<file path="src/rtl/pipe_controller.sv">
// Pipelined RV32I control: decode in D, carry control fields through E/M/W, resolve PCSrc in E.
// Define MEXT_EN to accept the RV32M multiply encodings (funct7=0000001, funct3 000..011).
module pipe_controller #(
    parameter int ALUCTL_W = 4,
    parameter int IMM_W    = 3
) (
    input  logic                clk,
    input  logic                rst,
    input  logic [6:0]          op,
    input  logic [2:0]          funct3,
    input  logic [6:0]          funct7,
    input  logic                FlushE,
    input  logic                ZeroE,
    input  logic                LtE,
    input  logic                LtuE,
    output logic [IMM_W-1:0]    ImmSrcD,
    output logic                IllegalD,
    output logic [ALUCTL_W-1:0] ALUControlE,
    output logic                ALUSrcE,
    output logic                JalrE,
    output logic                PCSrcE,
    output logic                ResultSrcE0,
    output logic                RegWriteM,
    output logic                MemWriteM,
    output logic [2:0]          Funct3M,
    output logic                RegWriteW,
    output logic [1:0]          ResultSrcW,
    output logic                IllegalSeen
);

    localparam logic [6:0] OP_R     = 7'b0110011;
    localparam logic [6:0] OP_I     = 7'b0010011;
    localparam logic [6:0] OP_LOAD  = 7'b0000011;
    localparam logic [6:0] OP_STORE = 7'b0100011;
    localparam logic [6:0] OP_BR    = 7'b1100011;
    localparam logic [6:0] OP_JAL   = 7'b1101111;
    localparam logic [6:0] OP_JALR  = 7'b1100111;
    localparam logic [6:0] OP_LUI   = 7'b0110111;

    logic [3:0] w_alu_func;
    logic [3:0] w_alu_code;
    logic [2:0] w_imm_code;
    logic       w_reg_write;
    logic       w_mem_write;
    logic       w_branch;
    logic       w_jump;
    logic       w_jalr;
    logic       w_alu_src;
    logic [1:0] w_result_src;
    logic       w_illegal;
    logic       w_cond;

    logic [ALUCTL_W-1:0] r_alu_ctl_e;
    logic       r_alu_src_e;
    logic       r_jalr_e;
    logic       r_jump_e;
    logic       r_branch_e;
    logic       r_reg_write_e;
    logic       r_mem_write_e;
    logic [1:0] r_result_src_e;
    logic [2:0] r_funct3_e;
    logic       r_reg_write_m;
    logic       r_mem_write_m;
    logic [1:0] r_result_src_m;
    logic [2:0] r_funct3_m;
    logic       r_reg_write_w;
    logic [1:0] r_result_src_w;
    logic       r_illegal_seen;

    // funct3 -> ALU op shared by R and I-ALU; sub only exists in the R form
    always_comb begin
        w_alu_func = 4'd0;
        case (funct3)
            3'b000:  w_alu_func = (op == OP_R && funct7[5]) ? 4'd1 : 4'd0;
            3'b001:  w_alu_func = 4'd7;
            3'b010:  w_alu_func = 4'd5;
            3'b011:  w_alu_func = 4'd6;
            3'b100:  w_alu_func = 4'd4;
            3'b101:  w_alu_func = funct7[5] ? 4'd9 : 4'd8;
            3'b110:  w_alu_func = 4'd3;
            default: w_alu_func = 4'd2;
        endcase
    end

    always_comb begin
        w_alu_code   = 4'd0;
        w_imm_code   = 3'b000;
        w_reg_write  = 1'b0;
        w_mem_write  = 1'b0;
        w_branch     = 1'b0;
        w_jump       = 1'b0;
        w_jalr       = 1'b0;
        w_alu_src    = 1'b0;
        w_result_src = 2'b00;
        w_illegal    = 1'b0;
        case (op)
            OP_R: begin
                w_reg_write = 1'b1;
                w_alu_code  = w_alu_func;
                if (funct7 == 7'b0000000) begin
                    w_illegal = 1'b0;
                end else if (funct7 == 7'b0100000) begin
                    w_illegal = !(funct3 == 3'b000 || funct3 == 3'b101);
`ifdef MEXT_EN
                end else if (funct7 == 7'b0000001 && !funct3[2]) begin
                    w_alu_code = 4'd10 + {2'b00, funct3[1:0]};
`endif
                end else begin
                    w_illegal = 1'b1;
                end
            end
            OP_I: begin
                w_reg_write = 1'b1;
                w_alu_src   = 1'b1;
                w_alu_code  = w_alu_func;
                // funct7 is immediate data except for the shift forms
                if (funct3 == 3'b001)
                    w_illegal = (funct7 != 7'b0000000);
                else if (funct3 == 3'b101)
                    w_illegal = (funct7 != 7'b0000000) && (funct7 != 7'b0100000);
            end
            OP_LOAD: begin
                w_reg_write  = 1'b1;
                w_alu_src    = 1'b1;
                w_result_src = 2'b01;
            end
            OP_STORE: begin
                w_mem_write = 1'b1;
                w_alu_src   = 1'b1;
                w_imm_code  = 3'b001;
            end
            OP_BR: begin
                w_branch   = 1'b1;
                w_alu_code = 4'd1;
                w_imm_code = 3'b010;
                w_illegal  = (funct3 == 3'b010) || (funct3 == 3'b011);
            end
            OP_JAL: begin
                w_jump       = 1'b1;
                w_reg_write  = 1'b1;
                w_result_src = 2'b10;
                w_imm_code   = 3'b011;
            end
            OP_JALR: begin
                w_jump       = 1'b1;
                w_jalr       = 1'b1;
                w_reg_write  = 1'b1;
                w_alu_src    = 1'b1;
                w_result_src = 2'b10;
            end
            OP_LUI: begin
                w_reg_write  = 1'b1;
                w_alu_src    = 1'b1;
                w_result_src = 2'b11;
                w_imm_code   = 3'b100;
            end
            default: w_illegal = 1'b1;
        endcase
        // an illegal encoding travels down the pipe as a bubble
        if (w_illegal) begin
            w_alu_code   = 4'd0;
            w_imm_code   = 3'b000;
            w_reg_write  = 1'b0;
            w_mem_write  = 1'b0;
            w_branch     = 1'b0;
            w_jump       = 1'b0;
            w_jalr       = 1'b0;
            w_alu_src    = 1'b0;
            w_result_src = 2'b00;
        end
    end

    assign ImmSrcD  = IMM_W'(w_imm_code);
    assign IllegalD = w_illegal;

    always_ff @(posedge clk) begin
        if (rst) begin
            r_alu_ctl_e    <= '0;
            r_alu_src_e    <= 1'b0;
            r_jalr_e       <= 1'b0;
            r_jump_e       <= 1'b0;
            r_branch_e     <= 1'b0;
            r_reg_write_e  <= 1'b0;
            r_mem_write_e  <= 1'b0;
            r_result_src_e <= 2'b00;
            r_funct3_e     <= 3'b000;
            r_reg_write_m  <= 1'b0;
            r_mem_write_m  <= 1'b0;
            r_result_src_m <= 2'b00;
            r_funct3_m     <= 3'b000;
            r_reg_write_w  <= 1'b0;
            r_result_src_w <= 2'b00;
            r_illegal_seen <= 1'b0;
        end else begin
            if (FlushE) begin
                r_alu_ctl_e    <= '0;
                r_alu_src_e    <= 1'b0;
                r_jalr_e       <= 1'b0;
                r_jump_e       <= 1'b0;
                r_branch_e     <= 1'b0;
                r_reg_write_e  <= 1'b0;
                r_mem_write_e  <= 1'b0;
                r_result_src_e <= 2'b00;
                r_funct3_e     <= 3'b000;
            end else begin
                r_alu_ctl_e    <= ALUCTL_W'(w_alu_code);
                r_alu_src_e    <= w_alu_src;
                r_jalr_e       <= w_jalr;
                r_jump_e       <= w_jump;
                r_branch_e     <= w_branch;
                r_reg_write_e  <= w_reg_write;
                r_mem_write_e  <= w_mem_write;
                r_result_src_e <= w_result_src;
                r_funct3_e     <= funct3;
            end
            r_reg_write_m  <= r_reg_write_e;
            r_mem_write_m  <= r_mem_write_e;
            r_result_src_m <= r_result_src_e;
            r_funct3_m     <= r_funct3_e;
            r_reg_write_w  <= r_reg_write_m;
            r_result_src_w <= r_result_src_m;
            r_illegal_seen <= r_illegal_seen | (w_illegal & ~FlushE);
        end
    end

    always_comb begin
        w_cond = 1'b0;
        case (r_funct3_e)
            3'b000:  w_cond = ZeroE;
            3'b001:  w_cond = ~ZeroE;
            3'b100:  w_cond = LtE;
            3'b101:  w_cond = ~LtE;
            3'b110:  w_cond = LtuE;
            3'b111:  w_cond = ~LtuE;
            default: w_cond = 1'b0;
        endcase
    end

    assign PCSrcE      = r_jump_e | (r_branch_e & w_cond);
    assign ALUControlE = r_alu_ctl_e;
    assign ALUSrcE     = r_alu_src_e;
    assign JalrE       = r_jalr_e;
    assign ResultSrcE0 = r_result_src_e[0];
    assign RegWriteM   = r_reg_write_m;
    assign MemWriteM   = r_mem_write_m;
    assign Funct3M     = r_funct3_m;
    assign RegWriteW   = r_reg_write_w;
    assign ResultSrcW  = r_result_src_w;
    assign IllegalSeen = r_illegal_seen;

endmodule

</file>
<file path="config.mk">
export PLATFORM = sky130hd
export DESIGN_NAME = pipe_controller
export DESIGN_NICKNAME = d
export VERILOG_FILES = /design/src/rtl/pipe_controller.sv
export SDC_FILE = /design/constraint.sdc
export NUM_CORES = 1
export LEC_CHECK = 0
export CORE_ASPECT_RATIO = 0.9
export CORE_MARGIN = 2
export CORE_UTILIZATION = 39
export CTS_CLUSTER_DIAMETER = 30
export DETAILED_ROUTE_END_ITERATION = 8
export PLACE_DENSITY = 0.73
export SLEW_MARGIN = 15
export SYNTH_ARGS = -nofsm -noshare
export SYNTH_HDL_FRONTEND = slang
export SYNTH_SLANG_ARGS = --single-unit
</file>
<file path="constraint.sdc">
create_clock -name clk -period 2.4 [get_ports clk]
set_input_delay 0.6 -clock clk [delete_from_list [all_inputs] [get_ports clk]]
set_output_delay 0.6 -clock clk [all_outputs]
set_load 0.05 [all_outputs]
</file>
After elaboration in Yosys (flattened, before gate mapping):

Cells that the tools add are included.

* bitwise operators: 8
* reductions and logical operators: 16
* eq/ne operators: 21
* multiplexer cells: 19

Operators with widths (number)
* $eq 7x6->1 const B: 4
* $pmux 4 s7: 1
* $eq 3x3->1 const B: 7
* $eq 7x7->1 const B: 3
* $mux 1: 12
* $pmux 3 s4: 1
* $reduce_or 5->1: 2
* $pmux 4 s2: 1
* $eq 7x2->1 const B: 1
* $eq 7x5->1 const B: 1
* $logic_not 7->1: 1
* $ne 7x6->1 const B: 1
* $reduce_bool 7->1: 1
* $eq 3x1->1 const B: 2
* $eq 3x2->1 const B: 2
* $logic_not 3->1: 2
* $pmux 1 s6: 1
* $pmux 2 s3: 1
* $reduce_or 2->1: 3
* $reduce_or 6->1: 1
* $not 1->1: 4
* $pmux 1 s4: 1
* $mux 3: 1
* $reduce_or 3->1: 1
* 5 further kinds: 9

* input bits: 23
* word-level logic and storage cells: 80
* bits in registers: 26
* output and inout bits: 21

Logic depth before layout (Yosys ltp):

* depth in word-level cells: 8
* gate-level depth with buffers: 7
* mapped depth without buffers: 5

Worst setup path after synthesis:

OpenSTA, ideal clock, no wires.

* kind: in2out
* start point: input op[3]
* end point: output ImmSrcD[1]
* data arrival time: 3.483 ns
* setup slack: -1.683 ns
* stages: 6
* path buffers: 1
* required time: 1.800 ns
* path through: buf_6 > or2_4 > o21a_1 > a21boi_1 > or3_1 > nor4_1

* longest elaborated chain between the ends: 4
* elaborated cells between the ends (all ways): 12
* those cells by class: eq/ne: 8; mux: 3; reduce/logical: 1

RTL lines
* from (decl): RTL line 9 `input logic [6:0] op,`
* $eq 7x6->1, or another cell as far along: RTL line 96 `case (op)`
* $reduce_or 5->1 (no source line)
* $pmux 1 s4 (*): RTL line 96
* via IllegalD: RTL line 17 `output logic IllegalD,`
* $mux 3 (*): RTL line 160 `if (w_illegal) begin`
* to (decl): RTL line 16 `output logic [IMM_W-1:0] ImmSrcD,`

Mark *: on every way through the listed nets, which the timed path passes. The rest lies on a longest branch.

Worst setup path after layout:

* start point: input op[1]
* end point: output ImmSrcD[1]

* longest elaborated chain between the ends: 4
* elaborated cells between the ends (all ways): 12
* those cells by class: eq/ne: 8; mux: 3; reduce/logical: 1

RTL lines (RTL line)
* $eq 7x6->1, or another cell as far along: 96
* $reduce_or 5->1 (no source line)
* $pmux 1 s4: 96
* $mux 3 (*): 160

Every way passes the cells marked *; elsewhere a longest branch is shown, timed or not.

==> results.md <==
* Outcome: complete, but fails checks
* Failing checks: negative setup slack
* Max-slew violations at 0
* Initial antenna violation count at 0
* First-pass DRT Iterations at 6
* VDD IR-drop max at 0.000221 V
* Sw Share at 25.0%
* Data arrival at the endpoint of the critical path at 2100 ps
* Worst slack, placed at -665 ps
* Endpoints failing setup at 7
* Sequential area share after synthesis at 42.7%
* CTS buffer count at 3
* Crit-path max FO at 4
* Min Hold Slack at 455 ps
* CTS clock-pin slew for the worst setup and hold paths at 150 ps
* Crit end category: primary output
* Most common cell after layout, fill and taps aside: buf_4
* Routed vias at 1243
* Leak Pwr at 0.883 nW
* Iteration-0 DRC Markers at 12
* Clock Skews at 1.40 ps
* Clk network pwr share at 32.3%
* YS warnings at 0
* Synth Cell Area at 1220 um2
* Fraction of layout cells with a size suffix above 1 at 44.4%
* Vias in the first global route at 1285
* Vias per cell at 4.99
* Distinct cells, synth at 40
* Die X at 62.9 um
* Final WS setup at -302 ps
* Worst Tran Pin Value at 516 ps
* CTS tree: done
* DRT Wirelength at 3.58 mm
* Die Height at 57.0 um
* Crit start category: input port
* Syn_area_per_cell at 9.83 um2
* Most frequent cells in the layout: 38 x buf_4, 26 x dfxtp_1, 21 x clkdlybuf4s50_1, 11 x nor2b_1, 10 x buf_6
* Mapped Nets at 147
* Power share of the combinational group at 21.2%
* Min Clock Period, post-route at 2700 ps
* Largest net degree at the start of global routing at 16
* Core area at 3020 um2
* Hold Fails Final Rpt at 0
* Root Buffer: clkbuf_4
* Predominant post-synthesis flop cell: dfxtp_1
* Die area at 3590 um2
* Tot Pwr at 0.944 mW
* #FFs+latches synth at 26
* Post-synthesis cell count at 124
* RSZ-0062 raised after global routing: true
* Non-Filler Instances at 249
* CTS H-tree depth at 1
* Routed wire per std cell at 14.4 um
* Grt ovf at 0
* Clk sink count at 26
* Starting density of the core at 40.4%
* N_diodes at 0
* Power density over the cells at 427 nW/um2
* Int Power at 0.709 mW
* First-pass GRT wire length at 5.90 mm
* Antenna-violating nets left at 0
* I/O pins at 44
* CP required at 1800 ps
* Flop pwr share at 46.6%
* CTS hold repair buffers at 0
* WS Path Type: in -> out
* Cells after DPL at 237
* DRC viols at 0
* Max-cap check violation count at 0
* PortBufs at 43
* Syn-to-layout area delta at 81.6%
* Clk buf depth at 2
* Routability cong. at 0.867
* Gr usage total at 20.8%
* Hold WC Path Type: reg -> reg
* Final period utilization at 113%
* DP HPWL at 2.53 mm
* Cell Rows at 19
* Max Fclk at 370 MHz
* Relative slew slack at 65.5%
* Switching power at 0.236 mW
* Core Util, Final at 73.3%
* Clk Latency, worst-skew pair at 330 ps
* Post-synth EDFFs at 0
* Nets at 231
* Synth async-reset ratio at 0%
-- metal layers --
metal	track usage, %	share of wire (%)	vias up
li1	-	-	611
met1	25.7	43	571
met2	36.0	49	54
met3	2.76	5.0	7
met4	10.5	2.3	0
met5	0	0	-
-- state kept, by name, summed over array words and instances (netlist names) --
| name | flops |
|---|---|
| ALUControlE | 4 |
| Funct3M | 3 |
| r_funct3_e | 3 |
| ResultSrcW | 2 |
| r_result_src_e | 2 |
| r_result_src_m | 2 |
| ALUSrcE | 1 |
| IllegalSeen | 1 |
| JalrE | 1 |
| MemWriteM | 1 |
| RegWriteM | 1 |
| RegWriteW | 1 |
| r_branch_e | 1 |
| r_jump_e | 1 |
| r_mem_write_e | 1 |
| r_reg_write_e | 1 |
-- cell usage after synthesis, drive strengths merged (2+ instances only) --
library cell   n  area, um2
dfxtp         26        521
nor2b         12       75.1
nor2           8       30.0
nor3           8       65.1
nand2          6       22.5
clkbuf         5       18.8
nand3          5       25.0
nor4           5       61.3
xor2           5       43.8
buf            4       32.5
mux2i          3       30.0
nand3b         3       22.5
or3            3       18.8
a211o          2       17.5
a21oi          2       10.0
and2           2       12.5
and3b          2       17.5
nand2b         2       12.5
nor3b          2       15.0
o21ai          2       10.0
-- cell families after synthesis --
group           share of synthesized area (%)
buf+inv                                  4.52
compound gates                           9.96
flops                                    42.7
simple gates                             36.0
xor+xnor                                 4.31
mux                                      2.46
-- path summary, 6_finish.rpt --
kind                startpoint                end  slack [ps]  cells past startpoint
max                      op[1]         ImmSrcD[1]        -300                      7
min          r_result_src_e[1]  r_result_src_m[1]         450                      1
max reg2reg        IllegalSeen        IllegalSeen        1570                      2
min reg2reg  r_result_src_e[1]  r_result_src_m[1]         450                      1
-- power groups by stage --
stage	Sequential [mW]	Clock, mW	Combinational [mW]
2_1_floorplan	0.458	0	0.0700
5_1_grt	0.441	0.327	0.214
3_5_place_dp	0.449	0	0.176
4_1_cts	0.440	0.307	0.193
6_report	0.440	0.305	0.200
3_3_place_gp	0.449	0	0.171
-- critical path, cell delays in order --
cell,delay [ps]
clkdlybuf4s15_1,300
nand2_1,140
a41oi_2,190
nand3_2,120
or3_4,360
nor4_4,200
buf_12,180
-- per-stage QoR --
stage | cell area (um2) | setup TNS (ps)
5_1_grt | 2210 | -1010
4_1_cts | 2210 | -4250
3_3_place_gp | 1990 | -5580
2_1_floorplan | 1240 | -762
6_report | 2210 | -697
3_5_place_dp | 1990 | -6140
-- layout make-up --
| type | instances | area, um2 |
|---|---|---|
| multi-input cells | 88 | 778 |
| flip-flops and latches | 26 | 520 |
| clock buffers | 3 | 22.5 |
| clock inverters | 1 | 30.0 |
| fillers | 218 | 806 |
| well taps | 42 | 52.6 |
| inverters | 1 | 3.75 |
| repair buffers | 88 | 806 |
-- what timing repair did --
| item | 4_1_cts | 5_1_grt |
|---|---|---|
| gates resized for setup | 64 | 15 |
| hold endpoints to repair | 0 | 0 |
| endpoints found under the setup margin | 15 | 15 |
| pin swaps | 9 | 11 |
| buffers inserted | 9 | 5 |
Power figures use the tool's default switching activity.
